<file path="config.mk">
export PLATFORM = sky130hd
export DESIGN_NAME = fetch_sequencer_flat
export DESIGN_NICKNAME = d
export VERILOG_FILES = /design/src/rtl/fetch_sequencer_if.sv /design/src/rtl/fetch_sequencer.sv /design/src/flat_wrapper.sv
export SDC_FILE = /design/constraint.sdc
export NUM_CORES = 1
export LEC_CHECK = 0
export ABC_AREA = 1
export BUFFER_PORTS_ARGS = -buffer_cell sky130_fd_sc_hd__buf_2
export CAP_MARGIN = 20
export CORE_ASPECT_RATIO = 1.2
export CORE_UTILIZATION = 45
export DETAILED_ROUTE_END_ITERATION = 10
export PLACE_DENSITY = 0.67
export SLEW_MARGIN = 20
export SYNTH_ARGS = -nofsm -noshare
export SYNTH_HDL_FRONTEND = slang
export SYNTH_SLANG_ARGS = --single-unit
</file>
<file path="constraint.sdc">
create_clock -name clk -period 4.5 [get_ports clk]
set_input_delay 0.9 -clock clk [delete_from_list [all_inputs] [get_ports clk]]
set_output_delay 0.9 -clock clk [all_outputs]
set_load 0.005 [all_outputs]
</file>
<file path="src/rtl/fetch_sequencer_if.sv">
//------------------------------------------------------------------------------
// Module   : fetch_sequencer_if
// Brief    : Control, instruction-memory and IF/ID signal bundle for the
//            fetch sequencer.
// Revision : 1.0 - initial release
//------------------------------------------------------------------------------
`default_nettype none

interface fetch_sequencer_if;
  logic        freeze;
  logic        br_taken;
  logic [31:0] br_addr;
  logic        mem_req;
  logic [31:0] mem_addr;
  logic        mem_ready;
  logic [31:0] mem_rdata;
  logic        if_valid;
  logic [31:0] if_instr;
  logic [31:0] if_pc;
  logic [15:0] stall_count;

  // Sequencer side
  modport master (
    input  freeze, br_taken, br_addr, mem_ready, mem_rdata,
    output mem_req, mem_addr, if_valid, if_instr, if_pc, stall_count
  );

  // Pipeline / memory side
  modport slave (
    output freeze, br_taken, br_addr, mem_ready, mem_rdata,
    input  mem_req, mem_addr, if_valid, if_instr, if_pc, stall_count
  );
endinterface

`default_nettype wire

</file>
<file path="src/rtl/fetch_sequencer.sv">
//------------------------------------------------------------------------------
// Module   : fetch_sequencer
// Brief    : Instruction-fetch sequencer. Owns the PC, runs the req/ready
//            handshake to instruction memory, feeds IF/ID with a valid bit,
//            honours ID freeze and EX branch redirects, and drains any
//            access left in flight by a redirect.
// Revision : 1.0 - initial release
//------------------------------------------------------------------------------
`default_nettype none

module fetch_sequencer #(
  parameter logic [31:0] RESET_PC = 32'h0000_0000
) (
  input  wire logic          clk,
  input  wire logic          rst,
  fetch_sequencer_if.master  bus
);

  localparam logic [1:0] c_ST_FETCH = 2'd0;
  localparam logic [1:0] c_ST_HOLD  = 2'd1;
  localparam logic [1:0] c_ST_DRAIN = 2'd2;

  logic [1:0]  r_state;
  logic [1:0]  w_state_nxt;
  logic [31:0] r_pc;
  logic [31:0] r_drain_addr;
  logic [31:0] r_skid_instr;
  logic [31:0] r_skid_pc;
  logic        r_if_valid;
  logic [31:0] r_if_instr;
  logic [31:0] r_if_pc;
  logic [15:0] r_stall_count;
  logic        w_mem_req;
  logic [31:0] w_mem_addr;
  logic [31:0] w_pc_plus4;

  // Next sequential address; wraps naturally modulo 2^32.
  assign w_pc_plus4 = r_pc + 32'd4;

  // State register.
  always_ff @(posedge clk) begin
    if (rst) begin
      r_state <= c_ST_FETCH;
    end else begin
      r_state <= w_state_nxt;
    end
  end

  // Next-state logic; a branch always beats freeze.
  always_comb begin
    w_state_nxt = r_state;
    case (r_state)
      c_ST_FETCH: begin
        if (bus.br_taken) begin
          // An unfinished access must still complete before refetching.
          w_state_nxt = bus.mem_ready ? c_ST_FETCH : c_ST_DRAIN;
        end else if (bus.mem_ready && bus.freeze) begin
          w_state_nxt = c_ST_HOLD;
        end
      end
      c_ST_HOLD: begin
        if (bus.br_taken || !bus.freeze) begin
          w_state_nxt = c_ST_FETCH;
        end
      end
      c_ST_DRAIN: begin
        if (bus.mem_ready) begin
          w_state_nxt = c_ST_FETCH;
        end
      end
      default: w_state_nxt = c_ST_FETCH;
    endcase
  end

  // Memory request outputs; the request is never raised while in reset.
  always_comb begin
    w_mem_req  = 1'b0;
    w_mem_addr = r_pc;
    if (!rst && (r_state != c_ST_HOLD)) begin
      w_mem_req = 1'b1;
    end
    if (r_state == c_ST_DRAIN) begin
      w_mem_addr = r_drain_addr;
    end
  end

  // PC, skid buffer and IF/ID output registers.
  always_ff @(posedge clk) begin
    if (rst) begin
      r_pc         <= RESET_PC;
      r_drain_addr <= 32'd0;
      r_skid_instr <= 32'd0;
      r_skid_pc    <= 32'd0;
      r_if_valid   <= 1'b0;
      r_if_instr   <= 32'd0;
      r_if_pc      <= 32'd0;
    end else begin
      case (r_state)
        c_ST_FETCH: begin
          if (bus.br_taken) begin
            r_pc       <= bus.br_addr;
            r_if_valid <= 1'b0;
            if (!bus.mem_ready) begin
              r_drain_addr <= r_pc;
            end
          end else if (bus.mem_ready) begin
            r_pc <= w_pc_plus4;
            if (bus.freeze) begin
              // ID cannot take it yet: park the word until freeze lifts.
              r_skid_instr <= bus.mem_rdata;
              r_skid_pc    <= w_pc_plus4;
            end else begin
              r_if_instr <= bus.mem_rdata;
              r_if_pc    <= w_pc_plus4;
              r_if_valid <= 1'b1;
            end
          end else if (!bus.freeze) begin
            r_if_valid <= 1'b0;
          end
        end
        c_ST_HOLD: begin
          if (bus.br_taken) begin
            r_pc       <= bus.br_addr;
            r_if_valid <= 1'b0;
          end else if (!bus.freeze) begin
            r_if_instr <= r_skid_instr;
            r_if_pc    <= r_skid_pc;
            r_if_valid <= 1'b1;
          end
        end
        c_ST_DRAIN: begin
          r_if_valid <= 1'b0;
          if (bus.br_taken) begin
            r_pc <= bus.br_addr;
          end
        end
        default: r_if_valid <= 1'b0;
      endcase
    end
  end

  // Saturating count of cycles spent waiting on memory.
  always_ff @(posedge clk) begin
    if (rst) begin
      r_stall_count <= 16'd0;
    end else if (w_mem_req && !bus.mem_ready && (r_stall_count != 16'hFFFF)) begin
      r_stall_count <= r_stall_count + 16'd1;
    end
  end

  assign bus.mem_req     = w_mem_req;
  assign bus.mem_addr    = w_mem_addr;
  assign bus.if_valid    = r_if_valid;
  assign bus.if_instr    = r_if_instr;
  assign bus.if_pc       = r_if_pc;
  assign bus.stall_count = r_stall_count;

endmodule

`default_nettype wire

</file>
<file path="src/flat_wrapper.sv">
// flat-port wrapper written by rule: the top's interface ports become plain ports
module fetch_sequencer_flat 
#(
  parameter logic [31:0] RESET_PC = 32'h0000_0000
)
  (clk, rst, bus_freeze, bus_br_taken, bus_br_addr, bus_mem_ready, bus_mem_rdata, bus_mem_req, bus_mem_addr, bus_if_valid, bus_if_instr, bus_if_pc, bus_stall_count);
  fetch_sequencer_if bus_i ();
  input  wire logic clk;
  input  wire logic rst;
  input wire logic [$bits(bus_i.freeze)-1:0] bus_freeze;
  input wire logic [$bits(bus_i.br_taken)-1:0] bus_br_taken;
  input wire logic [$bits(bus_i.br_addr)-1:0] bus_br_addr;
  input wire logic [$bits(bus_i.mem_ready)-1:0] bus_mem_ready;
  input wire logic [$bits(bus_i.mem_rdata)-1:0] bus_mem_rdata;
  output wire logic [$bits(bus_i.mem_req)-1:0] bus_mem_req;
  output wire logic [$bits(bus_i.mem_addr)-1:0] bus_mem_addr;
  output wire logic [$bits(bus_i.if_valid)-1:0] bus_if_valid;
  output wire logic [$bits(bus_i.if_instr)-1:0] bus_if_instr;
  output wire logic [$bits(bus_i.if_pc)-1:0] bus_if_pc;
  output wire logic [$bits(bus_i.stall_count)-1:0] bus_stall_count;
  assign bus_i.freeze = bus_freeze;
  assign bus_i.br_taken = bus_br_taken;
  assign bus_i.br_addr = bus_br_addr;
  assign bus_i.mem_ready = bus_mem_ready;
  assign bus_i.mem_rdata = bus_mem_rdata;
  assign bus_mem_req = bus_i.mem_req;
  assign bus_mem_addr = bus_i.mem_addr;
  assign bus_if_valid = bus_i.if_valid;
  assign bus_if_instr = bus_i.if_instr;
  assign bus_if_pc = bus_i.if_pc;
  assign bus_stall_count = bus_i.stall_count;
  fetch_sequencer #(.RESET_PC(RESET_PC)) u_core (.clk(clk), .rst(rst), .bus(bus_i));
endmodule
</file>
* Word level (Yosys, flattened, before mapping)
Cells that the tools add are included. W data, S select, Z words.
Word-level totals: bits in registers 211, logic and storage cells 75
Operators by class: add/subtract/negate cells 2, eq/ne operators 15, mux-type cells 30, bitwise gates (word level) 2, reduce and logical (&&, ||, !) cells 17
Operators with widths (number):
- $mux W32 | 14
- $pmux W32 S2 | 3
- $add A32 B3 Y32 const B | 1
- $add A16 B1 Y16 const B | 1
- $ne A16 B16 Y1 const B | 1
- $ne A2 B2 Y1 const B | 6
- $mux W2 | 5
- $reduce_and A3 Y1 | 3
- $mux W1 | 6
- $ne A2 B1 Y1 const B | 3
- $pmux W2 S3 | 1
- $reduce_and A6 Y1 | 1
- $logic_and A1 B1 Y1 | 4
- $ne A4 B4 Y1 const B | 1
- $reduce_and A4 Y1 | 1
- $reduce_bool A2 Y1 | 2
- $logic_not A1 Y1 | 3
- $ne A3 B2 Y1 const B | 1
- $ne A3 B3 Y1 const B | 1
- $eq A2 B1 Y1 const B | 1
- $eq A2 B2 Y1 const B | 1
- $logic_not A2 Y1 | 1
- $not A1 Y1 | 2
- $pmux W1 S2 | 1
- other kinds (2) | 2

* Logic depth before layout (Yosys ltp)
depth after elaboration 5, gate-level depth with buffers 11, mapped depth without buffers 11

* Worst setup path before layout
No wires, ideal clock.
path kind input port to output port, start point input rst, end point output bus_mem_req, arrival time 1.229 ns, required time 3.600 ns, path slack 2.371 ns, stages 2, path buffers 1, path through clkbuf_1 nor2_1
Between the ends: cells in the longest elaborated chain, start to end 3
RTL lines:
- start, declared | RTL line flat_wrapper.sv:9 | input wire logic rst;
- $logic_not A1 Y1 | RTL line fetch_sequencer.sv:79 | if (!rst && (r_state != c_ST_HOLD)) begin
- $logic_and A1 B1 Y1 | RTL line fetch_sequencer.sv:79
- $mux W1 | RTL line fetch_sequencer.sv:79
- end, declared | RTL line flat_wrapper.sv:15 | output wire logic [$bits(bus_i.mem_req)-1:0] bus_mem_req;
No other way between the ends.

* Worst setup path in the final report
start point register u_core.r_state[1], end point output bus_mem_req
Between the ends: cells in the longest elaborated chain, start to end 3
RTL lines:
- start, declared | RTL line fetch_sequencer.sv:23 | logic [1:0] r_state;
- start signal, assigned | RTL line fetch_sequencer.sv:43 | r_state <= c_ST_FETCH;
- start signal, assigned | RTL line fetch_sequencer.sv:45 | r_state <= w_state_nxt;
- $ne A2 B1 Y1 | RTL line fetch_sequencer.sv:79
- $logic_and A1 B1 Y1 | RTL line fetch_sequencer.sv:79
- $mux W1 | RTL line fetch_sequencer.sv:79
No other way between the ends.

==> impl_metrics.sql <==
INSERT INTO impl_metrics (metric_group, metric, value, unit) VALUES
('power', 'p_leak', '0.005152', 'µW'),
('critical_path', 'crit_required', '3.60', 'ns'),
('critical_path', 'cp-start-kind', 'flip-flop', ''),
('floorplan', 'top_level_ports', '183', ''),
('clock_tree', 'cts_hold_fix_bufs', '0', ''),
('sta', 'fin_crit', '3.306', 'ns'),
('route', 'vias_per_cell', '5.275', ''),
('sta', 'total_count_of_hold_check_failures_in_the_final_report', '0', ''),
('synthesis', 'syn-num-nets', '1482', ''),
('power', 'vdd.ir_drop.worst', '0.2927', 'mV'),
('sta', 'grt_setup_unrepaired', 'false', ''),
('placement', 'routabilityCongestion', '0.9511', ''),
('sta', 'max_clock_freq', '302.5', 'MHz'),
('finish', 'mostFrequentLayoutCells', 'nand2_1 (307), o21ai_0 (241), dfxtp_1 (211)', ''),
('critical_path', 'worst_setup_path_end_kind', 'output port', ''),
('clock_tree', 'tritoncts', 'built', ''),
('floorplan', 'placeable_core_area', '21050', 'µm²'),
('synthesis', 'yosysUniqueCellTypes', '36', ''),
('critical_path', 'timing.critical_path.max_delay_family', 'buffers and inverters', ''),
('run_status', 'status', 'complete, no violations', ''),
('clock_tree', 'cts_made_buffers', '23', ''),
('finish', 'area_delta_synth_final', '19.03', '%'),
('floorplan', 'dieArea', '22130', 'µm²'),
('sta', 'timing.final.crit_share', '73.47', '%'),
('placement', 'portBuffers', '182', ''),
('critical_path', 'critical-path-slowest-cell', 'ha_2', ''),
('clock_tree', 'cts_setup_buffers', '0', ''),
('power', 'p_per_area', '494.2', 'nW/µm²'),
('synthesis', 'post_synth_instance_area', '9691', 'µm²'),
('finish', 'layout.cells.most_common', 'nand2_1', ''),
('finish', 'final_layout_size_suffix_gt1_share', '17.34', '%'),
('synthesis', 'synth-async-reset-ratio', '0', '%'),
('grt', 'grt_max_degree', '133', ''),
('route', 'detailroute.via_count', '9606', ''),
('grt', 'global_route.overflow_total', '0', ''),
('route', 'drt-initial-drc-count', '692', ''),
('clock_tree', 'clkSinkCount', '211', ''),
('route', 'drt_pre_antenna_iters', '6', ''),
('critical_path', 'cp_cell_sequence', 'inv_1 > ha_2 > buf_4 > nor2_1 > buf_2', ''),
('sta', 'final.setup_skew', '0.01256', 'ns'),
('finish', 'final_nets', '1609', ''),
('route', 'wl', '28040', 'µm'),
('synthesis', 'ys.warnings.count', '0', ''),
('critical_path', 'worstPathBufferInverterCount', '3', ''),
('worst_hold_path', 'timing.hold.worst.class', 'reg -> reg', ''),
('clock_tree', 'worst_skew_pair.late_latency', '0.51', 'ns'),
('critical_path', 'critical_path_arrival', '2.41', 'ns'),
('route', 'ant_nets', '0', ''),
('grt', 'initial_antenna_violation_count', '0', ''),
('clock_tree', 'count_of_cells_resized_by_post_cts_repair', '0', ''),
('flow_run', 'max-cap-violations', '0', ''),
('critical_path', 'critical_path_class', 'reg -> out', ''),
('sta', 'timing.hold.ws', '0.4673', 'ns'),
('clock_tree', 'cts.reportedPaths.clkPinSlew', '0.06', 'ns'),
('floorplan', 'die_height', '162.8', 'µm'),
('grt', 'wire_length_of_the_first_global_routing_pass', '44770', 'µm'),
('critical_path', 'critical-path-max-stage-delay', '0.72', 'ns'),
('synthesis', 'ys_seq_elements', '211', ''),
('grt', 'via_count_of_the_first_global_routing_pass', '8753', ''),
('sta', 'final-max-slew-violation-count', '0', ''),
('synthesis', 'synthFlopType', 'dfxtp_1', ''),
('floorplan', 'initial_utilization', '46.05', '%'),
('placement', 'place_worst_setup_slack', '1.300', 'ns'),
('sta', 'timing.max_slew.rel_slack', '34.09', '%'),
('synthesis', 'synth-edff-count', '0', ''),
('route', 'number_of_remaining_drc_errors', '0', ''),
('synthesis', 'synth_area_per_cell', '6.887', 'µm²'),
('finish', 'antenna_cells_inserted', '0', ''),
('placement', 'dp.final_hpwl', '19140', 'µm'),
('power', 'post-layout-total-power', '5701', 'µW'),
('sta', 'timing.final.ws_setup', '1.194', 'ns'),
('clock_tree', 'htree_levels', '1', ''),
('floorplan', 'die_x', '136.0', 'µm'),
('sta', 'worstMarginPinSlew', '0.9887', 'ns'),
('floorplan', 'rows', '58', ''),
('sta', 'final_setup_fails', '0', ''),
('sta', 'setup_total_negative_slack', '0', 'ns'),
('synthesis', 'synth_sequential_area_ratio', '43.59', '%'),
('synthesis', 'synth_cells', '1407', ''),
('route', 'avgRoutedWirePerCell', '15.40', 'µm'),
('clock_tree', 'ctsRootBufferMaster', 'clkbuf_16', ''),
('clock_tree', 'max-clock-path-buffers', '3', ''),
('grt', 'grt_use_total', '25.13', '%'),
('critical_path', 'path_max_fanout', '40', '');
## cell usage after synthesis, drive strengths merged (6+ instances only)
library cell  number  area share [%]
nor2             167             6.8
clkbuf            57             2.2
a21oi            134             7.0
buf               34             1.9
nor3              16             1.0
ha                 6            0.77
nand2            309              12
inv               90             3.5
o21ai            254              13
or2               18             1.2
a31oi             38             2.5
dfxtp            211              44
nand3             45             2.3
o211ai             6            0.46
xor2               7            0.63
## per-stage QoR
step | util, % | cell area [µm²] | std cells
after floorplan | - | 9691 | 1407
after global placement | 50.62 | 10650 | 1778
after CTS | 54.80 | 11530 | 1821
final | 54.81 | 11530 | 1821
after global routing | 54.81 | 11530 | 1821
after detailed placement | 50.75 | 10680 | 1779
## sequential cells by signal, summed over array words and instances (netlist names)
name and count:
u_core.r_pc 32, u_core.r_state 2, u_core.bus.stall_count 16, u_core.bus.if_instr 32, u_core.r_skid_instr 32, u_core.bus.if_pc 32, u_core.bus.if_valid 1, u_core.r_drain_addr 32
u_core.r_skid_pc 32
## cells by family (layout without fill, tap and decap cells)
group           Yosys count  in the layout  synth area share (%)
compound gates          436            436                 23.32
xor+xnor                 10             10                0.9039
fa+ha+maj                 6              6                0.7747
buf+inv                 182            326                 7.631
flops                   211            211                 43.59
simple gates            562            562                 23.78
## path summary, 6_finish.rpt
| path | startpoint | end | slack, ns | cells after the start |
|---|---|---|---|---|
| setup / recovery | u_core.r_state[1] | bus_mem_req | 1.19 | 5 |
| hold / removal | u_core.bus.if_valid | u_core.bus.if_valid | 0.47 | 2 |
| setup reg to reg | u_core.r_state[1] | u_core.bus.stall_count[6] | 1.74 | 9 |
| hold reg to reg | u_core.bus.if_valid | u_core.bus.if_valid | 0.47 | 2 |
## final cells by class
class	instances	area (µm²)
sequential	211	4224
clock inverter	12	200.2
inverter	91	346.6
multi-input combinational	1014	4748
tap	270	337.8
timing repair buffer	193	1026
clock buffer	30	651.9
fill	2074	9510
## power breakdown
part           internal (µW)  switching [µW]
Clock                   1310             783
Sequential              2120             178
Combinational            446             857
Total                   3880            1820
## per-layer routing
metal  wire length, µm  vias up  share of wire (%)  track usage [%]
met2             13250      285                 47            42.07
met5                 0        -                  0                0
met1             12350     4343                 44            32.85
met4               896        0                3.2            8.990
met3              1536       59                5.5            3.392
li1                  -     4919                  -                -
## worst reg2reg max path: stages (launching register included)
cell     delay (ns)
dfxtp_1        0.36
inv_1          0.08
ha_2           0.43
nor3_1         0.59
nand2_1        0.54
inv_1          0.37
nand2_1        0.11
nand2_1        0.07
nand2_1        0.04
nor2_1         0.10
No activity file was read; power rests on OpenSTA's default activity.
